===== config.mk =====
export PLATFORM = sky130hd
export DESIGN_NAME = neuron_accumulator
export DESIGN_NICKNAME = d
export VERILOG_FILES = /design/src/rtl/neuron_accumulator.sv
export SDC_FILE = /design/constraint.sdc
export NUM_CORES = 1
export LEC_CHECK = 0
export ABC_AREA = 1
export ABC_CLOCK_PERIOD_IN_PS = 16200
export CELL_PAD_IN_SITES_DETAIL_PLACEMENT = 1
export CELL_PAD_IN_SITES_GLOBAL_PLACEMENT = 1
export CORE_MARGIN = 4
export CORE_UTILIZATION = 40
export CTS_CLUSTER_DIAMETER = 200
export DETAILED_ROUTE_END_ITERATION = 8
export GPL_ROUTABILITY_DRIVEN = 0
export GPL_TIMING_DRIVEN = 1
export PLACE_DENSITY_LB_ADDON = 0.1
export SLEW_MARGIN = 20
export SYNTH_ARGS = -nofsm -noshare
export SYNTH_HDL_FRONTEND = slang
export SYNTH_SLANG_ARGS = --single-unit

===== constraint.sdc =====
create_clock -name clk -period 16.2 [get_ports clk]
set_input_delay 1.62 -clock clk [delete_from_list [all_inputs] [get_ports clk]]
set_output_delay 1.62 -clock clk [all_outputs]
set_load 0.02 [all_outputs]

===== src/rtl/neuron_accumulator.sv =====
// neuron_accumulator
// Accumulates CHUNKS signed partial sums per output neuron, adds a bias taken
// on chunk 0, saturates to DATA_W, applies the activation and stores the result
// in a NEURONS-entry buffer. A full buffer is offered with a valid/ready
// handshake, and input is stalled until the buffer is accepted.
//
// Optional feature macro: NEURON_ACC_RELU_EN
//   defined   -> activation is ReLU (negative results written as 0)
//   undefined -> activation is identity (signed saturated result written)
//
// Ports:
//   clk          in   rising-edge clock
//   rst          in   asynchronous active-high reset
//   in_valid     in   psum valid this cycle
//   in_ready     out  block can accept a psum (ACCUM state)
//   psum         in   signed partial sum [DATA_W]
//   bias         in   signed bias [DATA_W], sampled on chunk 0 only
//   out_valid    out  out_neurons holds a full buffer (DRAIN state)
//   out_ready    in   consumer accepts the buffer
//   out_neurons  out  packed [NEURONS-1:0][DATA_W-1:0], entry i is neuron i
//   chunk_idx    out  index of the next chunk expected
//   neuron_idx   out  buffer slot currently being accumulated

module neuron_accumulator #(
    parameter int unsigned DATA_W  = 16,
    parameter int unsigned ACC_W   = 24,
    parameter int unsigned NEURONS = 16,
    parameter int unsigned CHUNKS  = 4,
    localparam int unsigned CIDX_W = (CHUNKS  > 1) ? $clog2(CHUNKS)  : 1,
    localparam int unsigned NIDX_W = (NEURONS > 1) ? $clog2(NEURONS) : 1
) (
    input  logic                             clk,
    input  logic                             rst,
    input  logic                             in_valid,
    output logic                             in_ready,
    input  logic [DATA_W-1:0]                psum,
    input  logic [DATA_W-1:0]                bias,
    output logic                             out_valid,
    input  logic                             out_ready,
    output logic [NEURONS-1:0][DATA_W-1:0]   out_neurons,
    output logic [CIDX_W-1:0]                chunk_idx,
    output logic [NIDX_W-1:0]                neuron_idx
);

    localparam int unsigned EXT_W = ACC_W - DATA_W;

    // Saturation bounds expressed at accumulator width
    localparam logic signed [ACC_W-1:0] SAT_MAX =
        {{(EXT_W + 1){1'b0}}, {(DATA_W - 1){1'b1}}};
    localparam logic signed [ACC_W-1:0] SAT_MIN =
        {{(EXT_W + 1){1'b1}}, {(DATA_W - 1){1'b0}}};

    typedef enum logic {
        ACCUM = 1'b0,
        DRAIN = 1'b1
    } state_t;

    state_t                           r_state;
    state_t                           w_state_nxt;
    logic                             r_in_ready;
    logic                             r_out_valid;
    logic signed [ACC_W-1:0]          r_acc;
    logic [CIDX_W-1:0]                r_chunk_idx;
    logic [NIDX_W-1:0]                r_neuron_idx;
    logic [NEURONS-1:0][DATA_W-1:0]   r_out_neurons;

    logic                             w_accept;
    logic                             w_last_chunk;
    logic                             w_last_neuron;
    logic signed [ACC_W-1:0]          w_psum_ext;
    logic signed [ACC_W-1:0]          w_bias_ext;
    logic signed [ACC_W-1:0]          w_sum;
    logic [DATA_W-1:0]                w_sat;
    logic [DATA_W-1:0]                w_act;

    assign w_accept      = in_valid && r_in_ready;
    assign w_last_chunk  = (r_chunk_idx  == CIDX_W'(CHUNKS - 1));
    assign w_last_neuron = (r_neuron_idx == NIDX_W'(NEURONS - 1));

    // Next-state logic
    always_comb begin
        w_state_nxt = r_state;
        case (r_state)
            ACCUM: if (w_accept && w_last_chunk && w_last_neuron) w_state_nxt = DRAIN;
            DRAIN: if (out_ready) w_state_nxt = ACCUM;
            default: w_state_nxt = ACCUM;
        endcase
    end

    // State register; handshake flags registered from the next state
    always_ff @(posedge clk or posedge rst) begin
        if (rst) begin
            r_state     <= ACCUM;
            r_in_ready  <= 1'b1;
            r_out_valid <= 1'b0;
        end else begin
            r_state     <= w_state_nxt;
            r_in_ready  <= (w_state_nxt == ACCUM);
            r_out_valid <= (w_state_nxt == DRAIN);
        end
    end

    // Chunk 0 starts from the bias, so CHUNKS==1 needs no special case
    always_comb begin
        w_psum_ext = {{EXT_W{psum[DATA_W-1]}}, psum};
        w_bias_ext = {{EXT_W{bias[DATA_W-1]}}, bias};
        w_sum      = ((r_chunk_idx == '0) ? w_bias_ext : r_acc) + w_psum_ext;
        if (w_sum > SAT_MAX) begin
            w_sat = SAT_MAX[DATA_W-1:0];
        end else if (w_sum < SAT_MIN) begin
            w_sat = SAT_MIN[DATA_W-1:0];
        end else begin
            w_sat = w_sum[DATA_W-1:0];
        end
`ifdef NEURON_ACC_RELU_EN
        w_act = w_sat[DATA_W-1] ? '0 : w_sat;
`else
        w_act = w_sat;
`endif
    end

    // Accumulator, indices and output buffer
    always_ff @(posedge clk or posedge rst) begin
        if (rst) begin
            r_acc         <= '0;
            r_chunk_idx   <= '0;
            r_neuron_idx  <= '0;
            r_out_neurons <= '0;
        end else if (w_accept) begin
            r_acc <= w_sum;
            if (w_last_chunk) begin
                r_chunk_idx                  <= '0;
                r_out_neurons[r_neuron_idx]  <= w_act;
                r_neuron_idx <= w_last_neuron ? '0 : r_neuron_idx + NIDX_W'(1);
            end else begin
                r_chunk_idx <= r_chunk_idx + CIDX_W'(1);
            end
        end
    end

    assign in_ready    = r_in_ready;
    assign out_valid   = r_out_valid;
    assign out_neurons = r_out_neurons;
    assign chunk_idx   = r_chunk_idx;
    assign neuron_idx  = r_neuron_idx;

endmodule

## After elaboration in Yosys (flattened, before gate mapping)

Cells that the tools add are included.
Widths: inputs -> output; s select.

| word-level totals | value |
|---|---|
| flip-flop bits (word level) | 288 |
| output and inout bits | 264 |
| latch bits | 0 |
| RAM bits | 0 |
| memories | 0 |
| memory bits (read-only) | 0 |

| operators by class | value |
|---|---|
| reduce and logical (&&, ||, !) cells | 6 |
| bitwise logic cells | 2 |
| div/mod/pow operators | 0 |
| equal/unequal tests | 2 |
| shifts and indexed selects | 0 |
| add/subtract/negate cells | 3 |
| muxes and demuxes | 11 |
| magnitude comparators | 4 |
| multipliers | 0 |

Operators with widths:

| cell | count |
|---|---|
| $bwmux 256 | 1 |
| $demux 16 s4 | 1 |
| $mux 16 | 3 |
| $add 24x16->24 | 1 |
| $gt 24x16->1 const B | 1 |
| $lt 24x16->1 const B | 1 |
| $mux 24 | 1 |
| $lt 4x5->1 const B | 1 |
| $add 4x1->4 const B | 1 |
| $eq 4x4->1 const B | 1 |
| $ge 4x1->1 const B | 1 |
| $logic_and 1x1->1 | 4 |
| $mux 4 | 1 |
| $add 2x1->2 const B | 1 |
| $eq 2x2->1 const B | 1 |
| $logic_not 2->1 | 1 |
| $mux 1 | 2 |
| $mux 2 | 1 |
| $not 1->1 | 2 |
| $pmux 1 s2 | 1 |
| $reduce_and 2->1 | 1 |

## Depth between registers and ports, before layout

| depth | value |
|---|---|
| word-level depth | 7 |
| depth in mapped cells | 28 |
| mapped depth without buffers | 25 |

## Least setup slack after synthesis

OpenSTA, ideal clock, no wires.

| timing path | value |
|---|---|
| kind | in2reg |
| from | input port bias[0] |
| to | register r_out_neurons (netlist bit out_neurons[101]) |
| path slack | 12251 ps |
| arrival time | 3833 ps |
| cell stages on the path | 23 |
| cell sequence | nand2_1 nand2_1 ha_1 inv_1 fa_1 inv_1 nand3_1 nand3_1 nand2_1 nand2_1 nand2_1 nand3_1 nand2_1 inv_1 nand2_1 nor2_1 nand3_1 nand2_2 buf_12 nand2_4 buf_12 nand2_2 nand2_1 |

| between the ends | value |
|---|---|
| word-level cells in the longest chain between the ends | 6 |

Ends and longest elaborated chain:

| item | line | RTL |
|---|---|---|
| start: declaration | 37 | `input logic [DATA_W-1:0] bias,` |
| $mux 24 (*) | 107 | `w_sum = ((r_chunk_idx == '0) ? w_bias_ext : r_acc) + w_psum_ext;` |
| $add 24x16->24 (*) | 107 |  |
| $lt 24x16->1 | 110 | `end else if (w_sum < SAT_MIN) begin` |
| $mux 16 | 110 |  |
| $mux 16 (*) | 108 | `if (w_sum > SAT_MAX) begin` |
| $bwmux 256 (*) | 133 | `r_out_neurons[r_neuron_idx] <= w_act;` |
| end signal: indexed assignment | 133 |  |
| end: declaration | 65 | `logic [NEURONS-1:0][DATA_W-1:0] r_out_neurons;` |

Every way passes the cells marked *; elsewhere a longest branch is shown, timed or not.
A chain may end at the register's enable or synchronous reset.

## Final worst setup path

| timing path | value |
|---|---|
| from | input port bias[15] |
| to | register r_out_neurons (netlist bit out_neurons[225]) |

Same word-level chain as after synthesis.

==> results.ini <==
[clock_network]
clk_pin_slew_ns = 0.06
postCtsSetupBuffers = 0
post_cts_resize_count = 0
cts_sinks = 288
root_buffer = clkbuf_16
clock_latency_ns = 0.52
cts_tree = done
cts-hold-fix-buffers = 0
clock_path_buffers = 3
h-tree-depth = 2
numCtsBuffers = 34

[drt]
ant_nets = 0
drt_iter0_drc = 656
wl_um = 49000
wl_per_cell_um = 20.5
vias_per_cell = 5.00
drc = 0
first_pass_iters = 8
vias = 11955

[placed_design]
dp_hpwl_um = 34600
io_buffers = 299

[timing]
worst_pin_slew_ns = 0.931
finalSetupTns_ns = 0
skew_ns = 0.0188
drv_slew = 0
max-slew-margin-rel_pct = 37.6
fin_crit_sh_pct = 32.9
grt_setup_unrepaired = false
min_period_ns = 5.34
setup_viol = 0
finalHoldViolCount = 0
max_freq_mhz = 187

[worst_setup_path]
reg2reg_to = out_neurons[225]$_DFFE_PP0P_
required_ns = 16.59
crit_arrival_ns = 5.73
cp_common_cell = nand2_1
rrSetupSlack_ns = 11.19
r2r_cells = 19
r2r-start = chunk_idx[0]$_DFFE_PP0P_
critPathBufInv = 2
crit_slowest_cell = nand2_1
max_stage_delay_ns = 0.73
start_kind = input pin
path_class = input pin to flop
cp_cell_sequence = clkdlybuf4s50_1 > nor2_2 > nor2_1 > ha_1 > a21oi_1 > nand2_1 > a21oi_1 > nand3_2 > nand2_1 > inv_2 > o21bai_1 > nand2_2 > nand2_2 > nand2_1 > nand2_1 > nand2_1
worst_setup_path_end_kind = flop
cp_max_fo = 19
crit_family = simple AND/OR/NAND/NOR gates

[global_routing]
grt_pass1_vias = 12855
overflow = 0
grt_max_degree = 147
grt_use_total_pct = 27.1
grt_pass1_wl_um = 76100
antenna_found_initial = 0

[floorplanning]
die_h_um = 190
die-area_um2 = 36100
initial_core_util_pct = 40.6
core_area_um2 = 32600
die_x_um = 190
boundaryPins = 300
fp-row-count = 66

[pwr]
seq_power_share_pct = 26.2
internal_power_mw = 2.29
switchingPower_mw = 2.27
p_leak_nw = 9.25
pwr-share-comb_pct = 56.6
sw_frac_of_total_pct = 49.8
vdd_ir_drop_max_uv = 170
power.density_nw_per_um2 = 259
power_mw = 4.56
p_clk_share_pct = 17.2

[layout]
drive_above_1_share_pct = 7.79
n_antenna_cell = 0
area_delta_synth_final_pct = 33.1
num-fill-cells = 3915
fin_nets = 1990

[flow_run]
cap_violations = 0

[synthesis]
synth_edf_count = 0
synthTopCellsByCount = nand2_1, dfrtp_1, inv_1
synth_largest_area_cell = dfrtp_1
ys_async_sr_fraction_pct = 100
synth_top_area_share_pct = 54.2
syn_area_um2 = 13300
synth_seq_cells = 288
synthesis.nets = 1706
ys_seq_area_share_pct = 54.4
synth_cells = 1640
yosysMostFrequentCell = nand2_1
synth_area_leaders = dfrtp_1, nand2_1, ha_1, inv_1, nand2_2
ys_types = 35
syn_area_per_cell_um2 = 8.08
yosys_warnings = 0
ys.flop_type = dfrtp_1

[min_path]
hold-path-endpoint = out_neurons[243]$_DFFE_PP0P_
hold_start = out_neurons[243]$_DFFE_PP0P_
hold_path.class = flop to flop
hold_depth = 2

[run_status]
run_status = finished clean

==> layer usage <==
metal | up-vias | GRT usage (%) | routed length, um
met3 | 83 | 4.17 | 2670
met5 | - | 0 | 0
met1 | 5961 | 34.6 | 20400
li1 | 5551 | - | -
met4 | 0 | 8.63 | 1680
met2 | 360 | 47.5 | 24300
==> power by group through the flow <==
stage / logic (mW) / registers, mW / clock network, mW
3_3_place_gp: 2.53 / 1.19 / 0
2_1_floorplan: 1.29 / 1.46 / 0
4_1_cts: 2.60 / 1.20 / 0.797
3_5_place_dp: 2.58 / 1.20 / 0
5_1_grt: 2.78 / 1.23 / 0.825
6_report: 2.58 / 1.20 / 0.784
==> sequential cells by signal, summed over array words and instances (netlist names) <==
signal,flops
chunk_idx,2
in_ready,1
neuron_idx,4
out_neurons,256
out_valid,1
r_acc,24
==> worst max-delay path by stage <==
stage	start	to	slack, ns	cells after the start
after floorplan	rst	chunk_idx[0]$_DFFE_PP0P_	6.63	1
after global placement	bias[15]	out_neurons[164]$_DFFE_PP0P_	10.51	16
after detailed placement	bias[15]	out_neurons[113]$_DFFE_PP0P_	10.37	16
after CTS	bias[15]	out_neurons[225]$_DFFE_PP0P_	10.86	16
after global routing	bias[15]	out_neurons[113]$_DFFE_PP0P_	10.53	16
final	bias[15]	out_neurons[225]$_DFFE_PP0P_	10.86	16
==> layout make-up <==
type                    instances  area (um^2)  share of cell area [%]
clock buffers                  52         1050                    5.95
clock inverters                10         96.3                   0.546
inverters                     109          422                    2.39
multi-input cells            1184         5240                    29.7
flip-flops and latches        288         7210                    40.9
well taps                     442          553                    3.14
repair buffers                307         3070                    17.4
==> layout by cell type (no fill, tap or decap), types with 2 or more instances in the layout <==
cell / count
a21oi_1: 19
a31oi_1: 3
buf_4: 7
clkbuf_1: 6
clkbuf_16: 35
clkbuf_8: 11
clkdlybuf4s50_1: 299
clkinv_1: 6
clkinv_2: 6
dfrtp_1: 287
ha_1: 29
inv_1: 93
inv_2: 9
nand2_1: 889
nand2_2: 54
nand2_4: 11
nand3_1: 21
nand3_2: 4
nand3b_1: 2
nand4_1: 6
nor2_1: 52
nor2_2: 6
nor3_1: 4
o21ai_0: 60
o21bai_1: 3
xnor2_1: 6
xor2_1: 9
==> stage by stage <==
step | cells | instance area (um^2) | hold WS [ns] | utilization, % | setup slack (ns)
after detailed placement | 2330 | 16500 | 0.465 | 50.5 | 10.37
final | 2392 | 17600 | 0.476 | 54.1 | 10.86
after global routing | 2392 | 17600 | 0.508 | 54.1 | 10.53
after CTS | 2392 | 17600 | 0.481 | 54.1 | 10.86
after floorplan | 1640 | 13300 | 0.449 | - | 6.63
after global placement | 2330 | 16500 | 0.462 | 50.5 | 10.51
==> worst reg2reg max path: cells and delay by family (launching register included) <==
family | cells | cell delay (ns)
buffers and inverters | 4 | 0.68
DFF | 1 | 0.40
and+or+nand+nor | 10 | 2.66
AOI/OAI and AO/OA | 3 | 0.64
adders and majority gates | 2 | 0.53
==> cell families after synthesis <==
group	synth area share, %
simple gates	32.3
fa+ha+maj	2.89
buf+inv	6.05
xor+xnor	0.992
flops	54.4
compound gates	3.41
(Power assumes the default switching activity.)
==> variant, RTL diff (config.mk and constraints unchanged) <==
Reset style: synchronous (`rst`), changed in 2 clocked blocks. Comments in the files are not updated.
--- a/src/rtl/neuron_accumulator.sv
+++ b/src/rtl/neuron_accumulator.sv
@@ -88,7 +88,7 @@
     end
 
     // State register; handshake flags registered from the next state
-    always_ff @(posedge clk or posedge rst) begin
+    always_ff @(posedge clk) begin
         if (rst) begin
             r_state     <= ACCUM;
             r_in_ready  <= 1'b1;
@@ -120,7 +120,7 @@
     end
 
     // Accumulator, indices and output buffer
-    always_ff @(posedge clk or posedge rst) begin
+    always_ff @(posedge clk) begin
         if (rst) begin
             r_acc         <= '0;
             r_chunk_idx   <= '0;
Formal check against the unedited RTL: differs if rst is asserted again (counterexample within 4 cycles, from zero or initial values and one cycle with rst high); with rst held inactive, the same outputs for 4 cycles.
==> variant against the original RTL <==
  * Fmax shrank 6.8%
  * Count of clock-buffer cells in the layout did not move
  * Synthesized cell count is 36% higher
  * Critical path depth up 5
  * Sequential cell count unchanged
  * Setup slack lost 0.39 ns
  * Register-to-register slack worse by 0.29 ns
  * Final area grew 4.5%
  * Area after synthesis up 7.0%
  * Wire length grew 9.5%
  * Critical endpoint is now out_neurons[62]$_SDFFE_PP0P_
  * Largest cell class is now multi-input gates
Power is not compared: it rests on default switching activity, and its combinational part moved more than twofold at a synthesized area within 25%.
==> variant: results (changes against the original RTL) <==
SYN-MEAN-INSTANCE-AREA_UM2=6.37  # was 8.08 um2
SEQ_AREA_FRAC_SYNTH_PCT=40.6  # was 54.4%
PLACEMENT_STAGE_CELL_AREA_UM2=17300  # was 16500 um2
SYNTH_AREA_LEADERS='sky130_fd_sc_hd__dfxtp_1 (41%), sky130_fd_sc_hd__nor2_1 (14%), sky130_fd_sc_hd__nand2_1 (13%)'  # was sky130_fd_sc_hd__dfrtp_1 (54%), sky130_fd_sc_hd__nand2_1 (25%), sky130_fd_sc_hd__ha_1 (2.7%)
SYNTHTOPCELLSBYCOUNT='sky130_fd_sc_hd__nor2_1 (518), sky130_fd_sc_hd__nand2_1 (489), sky130_fd_sc_hd__inv_1 (374)'  # was sky130_fd_sc_hd__nand2_1 (889), sky130_fd_sc_hd__dfrtp_1 (287), sky130_fd_sc_hd__inv_1 (94)
WORST-ENDPOINT-ARRIVAL_NS=6.13  # was 5.73 ns
WL_PER_CELL_UM=18.3  # was 20.5 um
CTS_ROOT_BUF='sky130_fd_sc_hd__clkbuf_16'  # unchanged
PLACE.DETAILED.INSTANCES=2868  # was 2330
NUMBER_OF_VIAS_IN_THE_ROUTED_LAYOUT=14497  # was 11955
LENGTH_OF_ROUTED_WIRING_ON_MET1_UM=22200  # was 20400 um
SWSHARE_PCT=36.0
DETAILEDROUTE.FIRSTPASSITERATIONCOUNT=5  # was 8
ASYNC_RESET_FF_SHARE_PCT=0  # was 100%
YS_WARN_COUNT=0  # unchanged
TRACK_USAGE_PCT=27.3  # was 27.1%
NETS=2515  # was 1990
ROUTED_LENGTH_ON_MET2_UM=26100  # was 24300 um
MAPPEDNETLISTNETS=2292  # was 1706
GRT_START_MAX_NET_PINS=149  # was 147
INITIALDRTVIOLATIONCOUNT=817  # was 656
SYNTH_FF_TYPE='sky130_fd_sc_hd__dfxtp_1'  # was sky130_fd_sc_hd__dfrtp_1
FRACTION_OF_LAYOUT_INSTANCES_USING_A_DRIVE_STRENGTH_ABOVE_1_PCT=4.32  # was 7.79%
CLOCK_INSERTION_DELAY_WORST_SKEW_NS=0.52  # about the same
FILLERS=4562  # was 3915
SYNTHDISTINCTLIBCELLS=36  # was 35
WORST_TRAN_PIN_VALUE_NS=1.17  # was 0.931 ns
SETUP.REG_TO_REG.WORST_SLACK_NS=10.90  # was 11.19 ns
CTS_MAX_PATH_BUFFERS=3  # unchanged
MET3_WIRELENGTH_UM=3820  # was 2670 um
VIASPERCELL=4.95  # was 5.00
PLACE_HPWL_UM=35600  # was 34600 um
GRT_PASS1_WL_UM=84300  # was 76100 um
TIMING.CLOCK.SKEW_NS=0.0126  # was 0.0188 ns
CRITICAL_PATH.MAX_FANOUT=148  # was 19
LARGEST_REG_FLOPS=256  # unchanged
OUTCOME='completed'  # unchanged
FIRST_GLOBAL_VIAS=15131  # was 12855
-- variant: cell type report --
class / instances / area (um2) / area share [%]
Sequential cell: 288 / 5770 / 31.3
Clock buffer: 52 / 1050 / 5.69
Timing Repair Buffer: 316 / 3120 / 16.9
Clock inverter: 9 / 88.8 / 0.482
Multi-Input combinational cell: 1433 / 6430 / 34.9
Inverter: 376 / 1410 / 7.66
Tap cell: 455 / 569 / 3.09
-- variant: critical path: stages --
cell and delay (ns):
sky130_fd_sc_hd__clkdlybuf4s50_1 0.47, sky130_fd_sc_hd__nor2_4 0.27, sky130_fd_sc_hd__nor2_1 0.11, sky130_fd_sc_hd__ha_1 0.35, sky130_fd_sc_hd__nand2_1 0.11, sky130_fd_sc_hd__inv_1 0.06
sky130_fd_sc_hd__nand2_1 0.08, sky130_fd_sc_hd__a21oi_1 0.06, sky130_fd_sc_hd__nor2_1 0.13, sky130_fd_sc_hd__nand3_1 0.13, sky130_fd_sc_hd__nand2_1 0.09, sky130_fd_sc_hd__clkinv_1 0.07
sky130_fd_sc_hd__nor2_1 0.10, sky130_fd_sc_hd__nand2_1 0.06, sky130_fd_sc_hd__nand2_1 0.14, sky130_fd_sc_hd__inv_2 0.21, sky130_fd_sc_hd__nand2_8 0.69, sky130_fd_sc_hd__buf_4 0.87
sky130_fd_sc_hd__nand3_1 0.17, sky130_fd_sc_hd__nand2_1 0.14, sky130_fd_sc_hd__inv_1 0.05
-- variant: power by group through the flow --
stage          Combinational [mW]  Sequential, mW  Clock, mW
6_report                    0.489           0.722      0.781
5_1_grt                     0.529           0.722      0.827
4_1_cts                     0.490           0.722      0.798
3_5_place_dp                0.487           0.738          0
3_3_place_gp                0.484           0.737          0
2_1_floorplan               0.327           0.739          0
-- variant: stage by stage --
stage               setup slack [ns]  hold WS (ns)
floorplan                      12.33         0.424
global placement                9.99         0.440
detailed placement              9.99         0.445
CTS                            10.51         0.453
global route                   10.04         0.476
finish                         10.48         0.448
-- variant: path summary, 6_finish.rpt --
check,start,endpoint,cells after the start
max,bias[15],out_neurons[62]$_SDFFE_PP0P_,21
min reg2reg,r_acc[1]$_SDFFE_PP0P_,r_acc[1]$_SDFFE_PP0P_,2
min,r_acc[1]$_SDFFE_PP0P_,r_acc[1]$_SDFFE_PP0P_,2
max reg2reg,chunk_idx[0]$_SDFFE_PP0P_,out_neurons[62]$_SDFFE_PP0P_,24
-- variant: logic make-up after synthesis --
family	Yosys count	share of synthesized area, %
adders and majority gates	30	2.70
buffers and inverters	505	14.6
xor gates and xnor gates	15	0.926
and+or+nand+nor	1284	37.1
AOI/OAI and AO/OA	104	4.11
DFF	288	40.6
-- variant: routing by layer --
layer  vias up  global-route usage (%)
met2       321                    47.9
met4         0                    7.45
met3        89                    7.49
li1       7093                       -
met5         -                       0
met1      6994                    32.9
